### src/rtl/crc_frame_ctrl_pkg.sv
// Shared types and widths for the CRC-8 frame sequencer.
package crc_frame_ctrl_pkg;

  localparam int CRC_W     = 8;
  localparam int BIT_CNT_W = 3;
  localparam int BYTE_W    = 8;

  typedef enum logic [2:0] {
    ST_IDLE    = 3'd0,
    ST_SEED    = 3'd1,
    ST_SHIFT   = 3'd2,
    ST_COLLECT = 3'd3,
    ST_ERR     = 3'd4,
    ST_DONE    = 3'd5
  } state_t;

endpackage

### src/rtl/crc_byte_hold.sv
// One-entry byte holding register (data + last flag) with ready/valid input.
// A load and an unload in the same cycle leave the register full with the new byte.
module crc_byte_hold
  import crc_frame_ctrl_pkg::*;
(
  input  logic              i_clk,
  input  logic              i_rst,
  input  logic [BYTE_W-1:0] i_data,
  input  logic              i_last,
  input  logic              i_valid,
  output logic              o_ready,
  input  logic              i_unload,
  input  logic              i_flush,
  output logic              o_full,
  output logic [BYTE_W-1:0] o_data,
  output logic              o_last
);

  logic              r_full;
  logic [BYTE_W-1:0] r_data;
  logic              r_last;
  logic              w_load;

  assign o_ready = !r_full;
  assign w_load  = i_valid && !r_full;
  assign o_full  = r_full;
  assign o_data  = r_data;
  assign o_last  = r_last;

  // Load has priority so a byte taken in the same cycle as an unload is kept.
  always_ff @(posedge i_clk) begin
    if (i_rst) begin
      r_full <= 1'b0;
      r_data <= '0;
      r_last <= 1'b0;
    end else if (w_load) begin
      r_full <= 1'b1;
      r_data <= i_data;
      r_last <= i_last;
    end else if (i_unload || i_flush) begin
      r_full <= 1'b0;
    end
  end

endmodule

### src/rtl/crc_frame_ctrl.sv
// Frame sequencer for a serial CRC-8 engine: serialises bytes LSB-first with
// an unbroken shift window, then gathers the engine's serial CRC bits.
//
// state   | meaning
// IDLE    | waiting for the first byte of a frame in the holding register
// SEED    | one-cycle engine reseed (ENG_RST_N low)
// SHIFT   | ENG_ACTIVE high, one frame bit per cycle, bytes chained without gaps
// COLLECT | gathering 8 CRC bits from the engine, with timeout
// ERR     | one-cycle abort marker (underrun or timeout)
// DONE    | result held until OUT_READY
module crc_frame_ctrl
  import crc_frame_ctrl_pkg::*;
#(
  parameter int COLLECT_TIMEOUT = 16,
  parameter int CNT_W           = 16
) (
  input  logic              i_clk,
  input  logic              i_rst,
  input  logic [BYTE_W-1:0] i_in_data,
  input  logic              i_in_valid,
  input  logic              i_in_last,
  output logic              o_in_ready,
  output logic              o_eng_data,
  output logic              o_eng_active,
  output logic              o_eng_rst_n,
  input  logic              i_eng_crc,
  input  logic              i_eng_valid,
  output logic [CRC_W-1:0]  o_out_crc,
  output logic              o_out_err,
  output logic              o_out_valid,
  input  logic              i_out_ready,
  output logic              o_busy,
  output logic [CNT_W-1:0]  o_byte_cnt
);

  localparam int TMO_W = $clog2(COLLECT_TIMEOUT + 1);
  localparam logic [TMO_W-1:0] TMO_LOAD = TMO_W'(COLLECT_TIMEOUT);

  state_t                 r_state;
  logic [BYTE_W-1:0]      r_shreg;
  logic                   r_cur_last;
  logic [BIT_CNT_W-1:0]   r_bit;
  logic [BIT_CNT_W-1:0]   r_samp;
  logic [CRC_W-1:0]       r_crc;
  logic [TMO_W-1:0]       r_tmo;
  logic                   r_underrun;
  logic                   r_eng_data;
  logic                   r_eng_active;
  logic                   r_eng_rst_n;
  logic [CRC_W-1:0]       r_out_crc;
  logic                   r_out_err;
  logic                   r_out_valid;
  logic [CNT_W-1:0]       r_byte_cnt;

  logic                   w_hold_full;
  logic [BYTE_W-1:0]      w_hold_data;
  logic                   w_hold_last;
  logic                   w_unload;
  logic                   w_flush;
  logic                   w_bit_end;
  logic [BIT_CNT_W-1:0]   w_next_bit;
  logic [CRC_W-1:0]       w_crc_next;

  assign w_bit_end  = (r_bit == '1);
  assign w_next_bit = r_bit + 1'b1;
  assign w_crc_next = {i_eng_crc, r_crc[CRC_W-1:1]};

  // A byte leaves the holding register when it starts a frame or chains onto one.
  assign w_unload = (r_state == ST_SEED) ||
                    ((r_state == ST_SHIFT) && w_bit_end && !r_cur_last && w_hold_full);
  // After an underrun, a byte that landed together with the abort is the late
  // tail of the dead frame; anything loaded later is a fresh frame and is kept.
  assign w_flush  = (r_state == ST_ERR) && r_underrun;

  crc_byte_hold u_hold (
    .i_clk    (i_clk),
    .i_rst    (i_rst),
    .i_data   (i_in_data),
    .i_last   (i_in_last),
    .i_valid  (i_in_valid),
    .o_ready  (o_in_ready),
    .i_unload (w_unload),
    .i_flush  (w_flush),
    .o_full   (w_hold_full),
    .o_data   (w_hold_data),
    .o_last   (w_hold_last)
  );

  // Frame sequencer with registered engine and result outputs.
  always_ff @(posedge i_clk) begin
    if (i_rst) begin
      r_state      <= ST_IDLE;
      r_shreg      <= '0;
      r_cur_last   <= 1'b0;
      r_bit        <= '0;
      r_samp       <= '0;
      r_crc        <= '0;
      r_tmo        <= '0;
      r_underrun   <= 1'b0;
      r_eng_data   <= 1'b0;
      r_eng_active <= 1'b0;
      r_eng_rst_n  <= 1'b1;
      r_out_crc    <= '0;
      r_out_err    <= 1'b0;
      r_out_valid  <= 1'b0;
      r_byte_cnt   <= '0;
    end else begin
      case (r_state)
        ST_IDLE: begin
          if (w_hold_full) begin
            r_state     <= ST_SEED;
            r_byte_cnt  <= '0;
            r_eng_rst_n <= 1'b0;
            r_out_crc   <= '0;
            r_out_err   <= 1'b0;
          end
        end
        ST_SEED: begin
          r_state      <= ST_SHIFT;
          r_eng_rst_n  <= 1'b1;
          r_eng_active <= 1'b1;
          r_shreg      <= w_hold_data;
          r_cur_last   <= w_hold_last;
          r_eng_data   <= w_hold_data[0];
          r_bit        <= '0;
        end
        ST_SHIFT: begin
          if (!w_bit_end) begin
            r_bit      <= w_next_bit;
            r_eng_data <= r_shreg[w_next_bit];
          end else begin
            if (r_byte_cnt != '1) r_byte_cnt <= r_byte_cnt + 1'b1;
            if (r_cur_last) begin
              r_state      <= ST_COLLECT;
              r_eng_active <= 1'b0;
              r_eng_data   <= 1'b0;
              r_samp       <= '0;
              r_crc        <= '0;
              r_tmo        <= TMO_LOAD;
            end else if (w_hold_full) begin
              r_shreg    <= w_hold_data;
              r_cur_last <= w_hold_last;
              r_eng_data <= w_hold_data[0];
              r_bit      <= '0;
            end else begin
              // Any gap in ENG_ACTIVE corrupts the engine LFSR, so abort.
              r_state      <= ST_ERR;
              r_eng_active <= 1'b0;
              r_eng_data   <= 1'b0;
              r_underrun   <= 1'b1;
              r_out_crc    <= '0;
              r_out_err    <= 1'b1;
            end
          end
        end
        ST_COLLECT: begin
          if (i_eng_valid) begin
            r_crc  <= w_crc_next;
            r_samp <= r_samp + 1'b1;
            r_tmo  <= TMO_LOAD;
            if (r_samp == '1) begin
              r_state     <= ST_DONE;
              r_out_crc   <= w_crc_next;
              r_out_err   <= 1'b0;
              r_out_valid <= 1'b1;
            end
          end else if (r_tmo <= TMO_W'(1)) begin
            r_state    <= ST_ERR;
            r_underrun <= 1'b0;
            r_out_crc  <= '0;
            r_out_err  <= 1'b1;
          end else begin
            r_tmo <= r_tmo - 1'b1;
          end
        end
        ST_ERR: begin
          r_state     <= ST_DONE;
          r_underrun  <= 1'b0;
          r_out_valid <= 1'b1;
        end
        ST_DONE: begin
          if (i_out_ready) begin
            r_state     <= ST_IDLE;
            r_out_valid <= 1'b0;
          end
        end
        default: r_state <= ST_IDLE;
      endcase
    end
  end

  assign o_eng_data   = r_eng_data;
  assign o_eng_active = r_eng_active;
  assign o_eng_rst_n  = r_eng_rst_n;
  assign o_out_crc    = r_out_crc;
  assign o_out_err    = r_out_err;
  assign o_out_valid  = r_out_valid;
  assign o_busy       = (r_state != ST_IDLE);
  assign o_byte_cnt   = r_byte_cnt;

endmodule

### config.mk
export PLATFORM = sky130hd
export DESIGN_NAME = crc_frame_ctrl
export DESIGN_NICKNAME = d
export VERILOG_FILES = /design/src/rtl/crc_frame_ctrl_pkg.sv /design/src/rtl/crc_byte_hold.sv /design/src/rtl/crc_frame_ctrl.sv
export SDC_FILE = /design/constraint.sdc
export NUM_CORES = 1
export LEC_CHECK = 0
export CAP_MARGIN = 40
export CORE_AREA = 2 2 101 103
export CTS_BUF_LIST = sky130_fd_sc_hd__clkbuf_4
export DETAILED_ROUTE_END_ITERATION = 10
export DIE_AREA = 0 0 103 105
export PLACE_DENSITY = 0.52
export REMOVE_ABC_BUFFERS = 1
export SYNTH_ARGS = -nofsm -noshare
export SYNTH_HDL_FRONTEND = slang
export SYNTH_SLANG_ARGS = --single-unit
### constraint.sdc
create_clock -name i_clk -period 2.7 [get_ports i_clk]
set_input_delay 0.54 -clock i_clk [delete_from_list [all_inputs] [get_ports i_clk]]
set_output_delay 0.54 -clock i_clk [all_outputs]
set_load 0.05 [all_outputs]
==> reports/qor.txt, run 1 <==
met1 Track Usage GR = 21.72%
setup_tns = 0 ps
GR Util met3 = 3.278%
Root Buffer = clkbuf_4
CTS clock-pin slew for the worst setup and hold paths = 120 ps
DRC viols = 0
Util after Layout = 41.58%
RSZ-0062 raised after global routing = false
ys flop type = dfxtp_1
Post-CTS Setup Bufs = 0
die area = 10820 um^2
Power Dens Cells = 687.0 nW/um^2
grt met2 use = 22.45%
number of synthesized flops with an enable pin = 0
filler cell count = 1031
status = completed
Netlist Area Pre-Place = 3306 um^2
Die W = 103 um
CP Data Required Time = 2160 ps
Worst-Skew Late Latency = 420 ps
Unique masters post-synth = 54
CP startpoint kind = flop
hold_buf cts = 0
HP Class = flop to flop
Gate Count Post-Synth = 386
Leakage Power = 1.360 nW
global route hottest layer = met2
Sequential Area = 1401 um^2
TritonCTS clock tree = done
post-layout min period = 2437 ps
final-stage net count = 450
final hold viol count = 0
vias in the first global route = 2703
Diodes inserted = 0
crit path DAT = 1900 ps
Die Y = 105 um
Max-Slew Margin vs Limit = 55.68%
area grow syn2layout = 21.23%
row count = 36
Max Freq = 410.3 MHz
Resized Gates After CTS = 0
RePlAce Congestion = 0.7756
GR Util All Layers = 15.38%
Post-Route WL = 7.577 mm
max cap viols = 0
share of cells above drive strength 1 = 9.700%
Slew @ Worst Pin = 663.4 ps
Setup crit end kind = primary output
number of CTS-inserted buffers = 9
DR vias = 2824
top-count cell post-synth = dfxtp_1
Warnings, synthesis = 0
final worst-path cycle share = 90.28%
Initial Utilization = 34.29%
DRT iter0 DRCs = 103
Pins Over Slew Limit = 0
peak supply drop = 0.2099 mV
vias per cell = 4.989
post-detailed-placement half-perimeter wirelength = 5.476 mm
Max Root-Sink Buffers = 2
area leader, netlist = dfxtp_1
Yosys top cell area share = 42.39%
Fin Clk Skew = 16.00 ps
Multi-input gate area = 1779 um^2
ANT nets after route = 0
Port Buffers = 45
wire per inst = 13.39 um
H-tree depth = 3
post-synthesis register bit count = 70
top post-synthesis cells by count = 70 x dfxtp_1, 48 x nand2_1, 45 x nor2_1
Post-Syn Area per Cell = 8.564 um^2
first-pass GRT wire length = 13.25 mm
largest net degree at the start of global routing = 32
CTS sink count = 70
Core Area = 9639 um^2
Top Ports = 46
drt first pass iters = 4
most area-consuming cells after synthesis = dfxtp_1 42%, a21oi_1 5.5%, nand2_1 5.5%
Overflow after GRT = 0
antenna violations before repair = 0
Final setup viols = 0
Seq/Total Area, Yosys = 42.39%
CP Class = flop to primary output
Worst Path Max Fanout = 12
ys async rst share = 0%
[worst max-delay path, stage by stage (launching register included)]
cell and delay, ps:
dfxtp_1 560, inv_1 200, clkdlybuf4s50_1 740
[state kept, by name (all words and copies together) (netlist names), 3 cells and up]
name           cells
o_out_crc          8
r_state            3
r_shreg            8
r_bit              3
r_samp             3
r_crc              7
u_hold.o_data      8
o_byte_cnt        16
r_tmo              5
[report_power, final]
part / internal, W / switching [W] / total (W)
logic: 0.000342 / 0.000548 / 0.000890
clock network: 0.000276 / 0.000374 / 0.000650
registers: 0.00110 / 0.000111 / 0.00121
[through the flow]
step                      hold slack, ps  total power, W  instance area (um^2)  setup slack, ps  instances
after detailed placement           449.9        0.002133                  3876            308.1        550
after global routing               485.0        0.002949                  4008            129.1        566
after global placement             446.0        0.002132                  3876            415.4        550
final                              463.0        0.002753                  4008            262.5        566
after CTS                          469.1        0.002798                  4008            243.9        566
after floorplan                    430.0        0.001831                  3207            568.0        364
[area by class of cell]
cell class	count	share of cell area (%)
Clock buffer	9	1.686
Tap cell	133	4.152
Timing Repair Buffer	53	12.55
Clock inverter	7	1.592
Inverter	7	0.6556
Sequential cell	70	34.97
Multi-Input combinational cell	287	44.40
[final timing paths]
path,slack (ps),cells after the start,start,endpoint
worst max-delay path,260,2,u_hold.o_full,o_in_ready
worst min-delay path,460,2,u_hold.o_data[6],u_hold.o_data[6]
worst max register to register,360,7,r_bit[0],o_byte_cnt[3]
worst min register to register,460,2,u_hold.o_data[6],u_hold.o_data[6]
[cell families after synthesis]
| logic type | after synthesis | share of synthesized area [%] |
|---|---|---|
| XOR/XNOR | 13 | 3.444 |
| flip-flops | 70 | 42.39 |
| buffers and inverters | 29 | 3.785 |
| AND/OR/NAND/NOR | 167 | 26.08 |
| adder cells (fa/ha/maj) | 7 | 2.649 |
| multiplexers | 12 | 4.428 |
| AO/OA/AOI/OAI | 88 | 17.22 |
[cell usage in the layout (no fill, tap or decap), drive strengths merged, types with 3 or more instances in the layout]
master and instances:
a211oi 8, a21oi 38, a22oi 12, and2 3
and4 5, buf 10, clkbuf 9, clkdlybuf4s50 43
clkinv 4, dfxtp 70, ha 7, inv 8
mux2i 9, nand2 48, nand2b 7, nand3 17
nand3b 3, nand4 5, nor2 46, nor2b 4
nor3 12, nor3b 3, o211ai 3, o21ai 11
or3 5, xnor2 5, xor2 8
[metal layers]
layer  vias to the layer above  share of wire [%]
li1                       1459                  -
met1                      1302                 50
met2                        51                 45
met3                        12                3.4
met4                         0                2.0
met5                         -                  0
Note: power is estimated with default switching activity, not from simulation.
==> run 2, diff against run 1 <==
==> constraint.sdc (replaced) <==
create_clock -name i_clk -period 2.5 [get_ports i_clk]
set_input_delay 0.5 -clock i_clk [delete_from_list [all_inputs] [get_ports i_clk]]
set_output_delay 0.5 -clock i_clk [all_outputs]
set_load 0.05 [all_outputs]
==> run 2 against run 1 <==
Effect of this change:
- global-route usage shrank 0.53 points
- die area unchanged
- routed wire length fell by 1.9%
- hold slack better by 1.4 ps
- critical path type unchanged
- highest routed layer unchanged
==> reports/qor.txt, run 2 (synthesis results as in run 1) <==
GR Util All Layers = 14.85% (-0.53 points)
Die W = 103 um (unchanged)
max cap viols = 0 (unchanged)
Power Dens Cells = 757.6 nW/um^2 (+10%)
Pins Over Slew Limit = 0 (unchanged)
number of CTS-inserted buffers = 9 (unchanged)
final hold viol count = 0 (unchanged)
met1 Track Usage GR = 21.51% (-0.21 points)
DRC viols = 0 (unchanged)
dpl cell area = 3931 um^2 (+1.4%)
TritonCTS clock tree = done
RSZ-0062 raised after global routing = false
max FFs per register = 16 (unchanged)
status = completed
Die Y = 105 um (unchanged)
crit path DAT = 1880 ps (-20 ps)
Fin Clk Skew = 18.12 ps (+2.120 ps)
DRT iter0 DRCs = 105 (+1.9%)
drt first pass iters = 4 (unchanged)
CP Class = flop to primary output
first-pass GRT wire length = 12.99 mm (-2.0%)
most frequent cells in the layout = 70 x dfxtp_1, 48 x nand2_1, 45 x nor2_1, 43 x clkdlybuf4s50_1, 36 x a21oi_1
CTS clock-pin slew for the worst setup and hold paths = 110 ps (about the same)
peak supply drop = 0.3348 mV (+60%)
Max Root-Sink Buffers = 2 (unchanged)
Overflow after GRT = 0 (unchanged)
grt met2 use = 21.57% (-0.88 points)
Top Ports = 46 (unchanged)
ANT nets after route = 0 (unchanged)
Port Buffers = 45 (unchanged)
dpl ws = 140.5 ps (-167.5 ps)
post-layout min period = 2381 ps
final worst-path cycle share = 95.24%
Final WS setup = 119.1 ps (-143.5 ps)
post-detailed-placement half-perimeter wirelength = 5.307 mm (-3.1%)
Root Buffer = clkbuf_4
most common cell after layout, fill and taps aside = dfxtp_1
Final setup viols = 0 (unchanged)
Worst Path Max Fanout = 12 (unchanged)
wire per inst = 13.05 um (-2.5%)
RePlAce Congestion = 0.7891 (+1.7%)
CP Data Required Time = 2000 ps (-160 ps)
CTS sink count = 70 (unchanged)
H-tree depth = 3 (unchanged)
CP startpoint kind = flop
global route hottest layer = met2
Slew @ Worst Pin = 634.6 ps (-28.73 ps)
Core Area = 9639 um^2 (unchanged)
Final Cell Area = 4096 um^2 (+2.2%)
area grow syn2layout = 23.92%
Max Freq = 420.0 MHz
final-stage net count = 454 (+0.89%)
Worst-Skew Late Latency = 400 ps (-20 ps)
Initial Utilization = 34.29% (unchanged)
row count = 36 (unchanged)
share of cells above drive strength 1 = 11.24% (+1.5 points)
Post-CTS Setup Bufs = 0 (unchanged)
Setup crit end kind = primary output
HP Class = flop to flop
vias in the first global route = 2634 (-2.6%)
largest net degree at the start of global routing = 41 (+28%)
Leakage Power = 1.400 nW (+3.0%)
Post-Route WL = 7.436 mm (-1.9%)
vias per cell = 4.977 (-0.24%)
setup_tns = 0 ps (unchanged)
DR vias = 2837 (+0.46%)
Max-Slew Margin vs Limit = 57.63% (+1.9 points)
GR Util met3 = 2.609% (-0.67 points)
antenna violations before repair = 1 (+1)
die area = 10820 um^2 (unchanged)
[run 2: changes by cell type in the layout (fill, tap and decap cells not counted), sizes merged]
cell,previous run,this run
clkinv,4,1
clkbuf,9,11
buf,10,14
bufinv,1,2
inv,8,7
diode,0,1
[run 2: path summary, 6_finish.rpt]
path	cells past startpoint	slack [ps]	startpoint	end
worst min-delay path	2	460	u_hold.o_data[4]	u_hold.o_data[4]
worst max-delay path	3	120	u_hold.o_full	o_in_ready
worst max register to register	6	270	r_bit[0]	o_byte_cnt[6]
worst min register to register	2	460	u_hold.o_data[4]	u_hold.o_data[4]
[run 2: metal layers]
metal  vias to the layer above  share of wire (%)
li1                       1464                  -
met1                      1318                 51
met2                        47                 45
met3                         8                3.0
met4                         0                1.7
met5                         -                  0
[run 2: power breakdown]
part	internal (W)	total [W]	switching [W]	leakage (nW)
Combinational	0.000388	0.000981	0.000593	0.751
Sequential	0.00119	0.00131	0.000121	0.567
Clock	0.000422	0.000812	0.000390	0.0829
[run 2: through the flow]
step           power (W)  util, %  cells  hold WS (ps)
6_report        0.003104    42.50    570         464.4
5_1_grt         0.003311    42.50    570         471.8
4_1_cts         0.003147    42.39    569         459.8
3_5_place_dp    0.002324    40.78    554         449.4
3_3_place_gp    0.002327    40.78    554         442.1
2_1_floorplan   0.001977        -    364         430.0
[run 2: worst max-delay path, cell delays in order (launching register included)]
cell and delay [ps]:
dfxtp_1 310, buf_4 170, inv_1 170, clkdlybuf4s50_1 840
[run 2: area by class of cell]
type                            instances  area (um^2)
Fill cell                             998         5543
Multi-Input combinational cell        287         1787
Sequential cell                        70         1401
Timing Repair Buffer                   57        558.0
Tap cell                              133        166.4
Clock buffer                           11        82.58
Clock inverter                          4        72.57
Inverter                                7        26.28
Antenna cell                            1        2.502
[run 2: timing repair]
action | in CTS | in global routing
endpoints found under the setup margin | 0 | 3
gates resized for setup | 0 | 2
hold buffers | 0 | 0
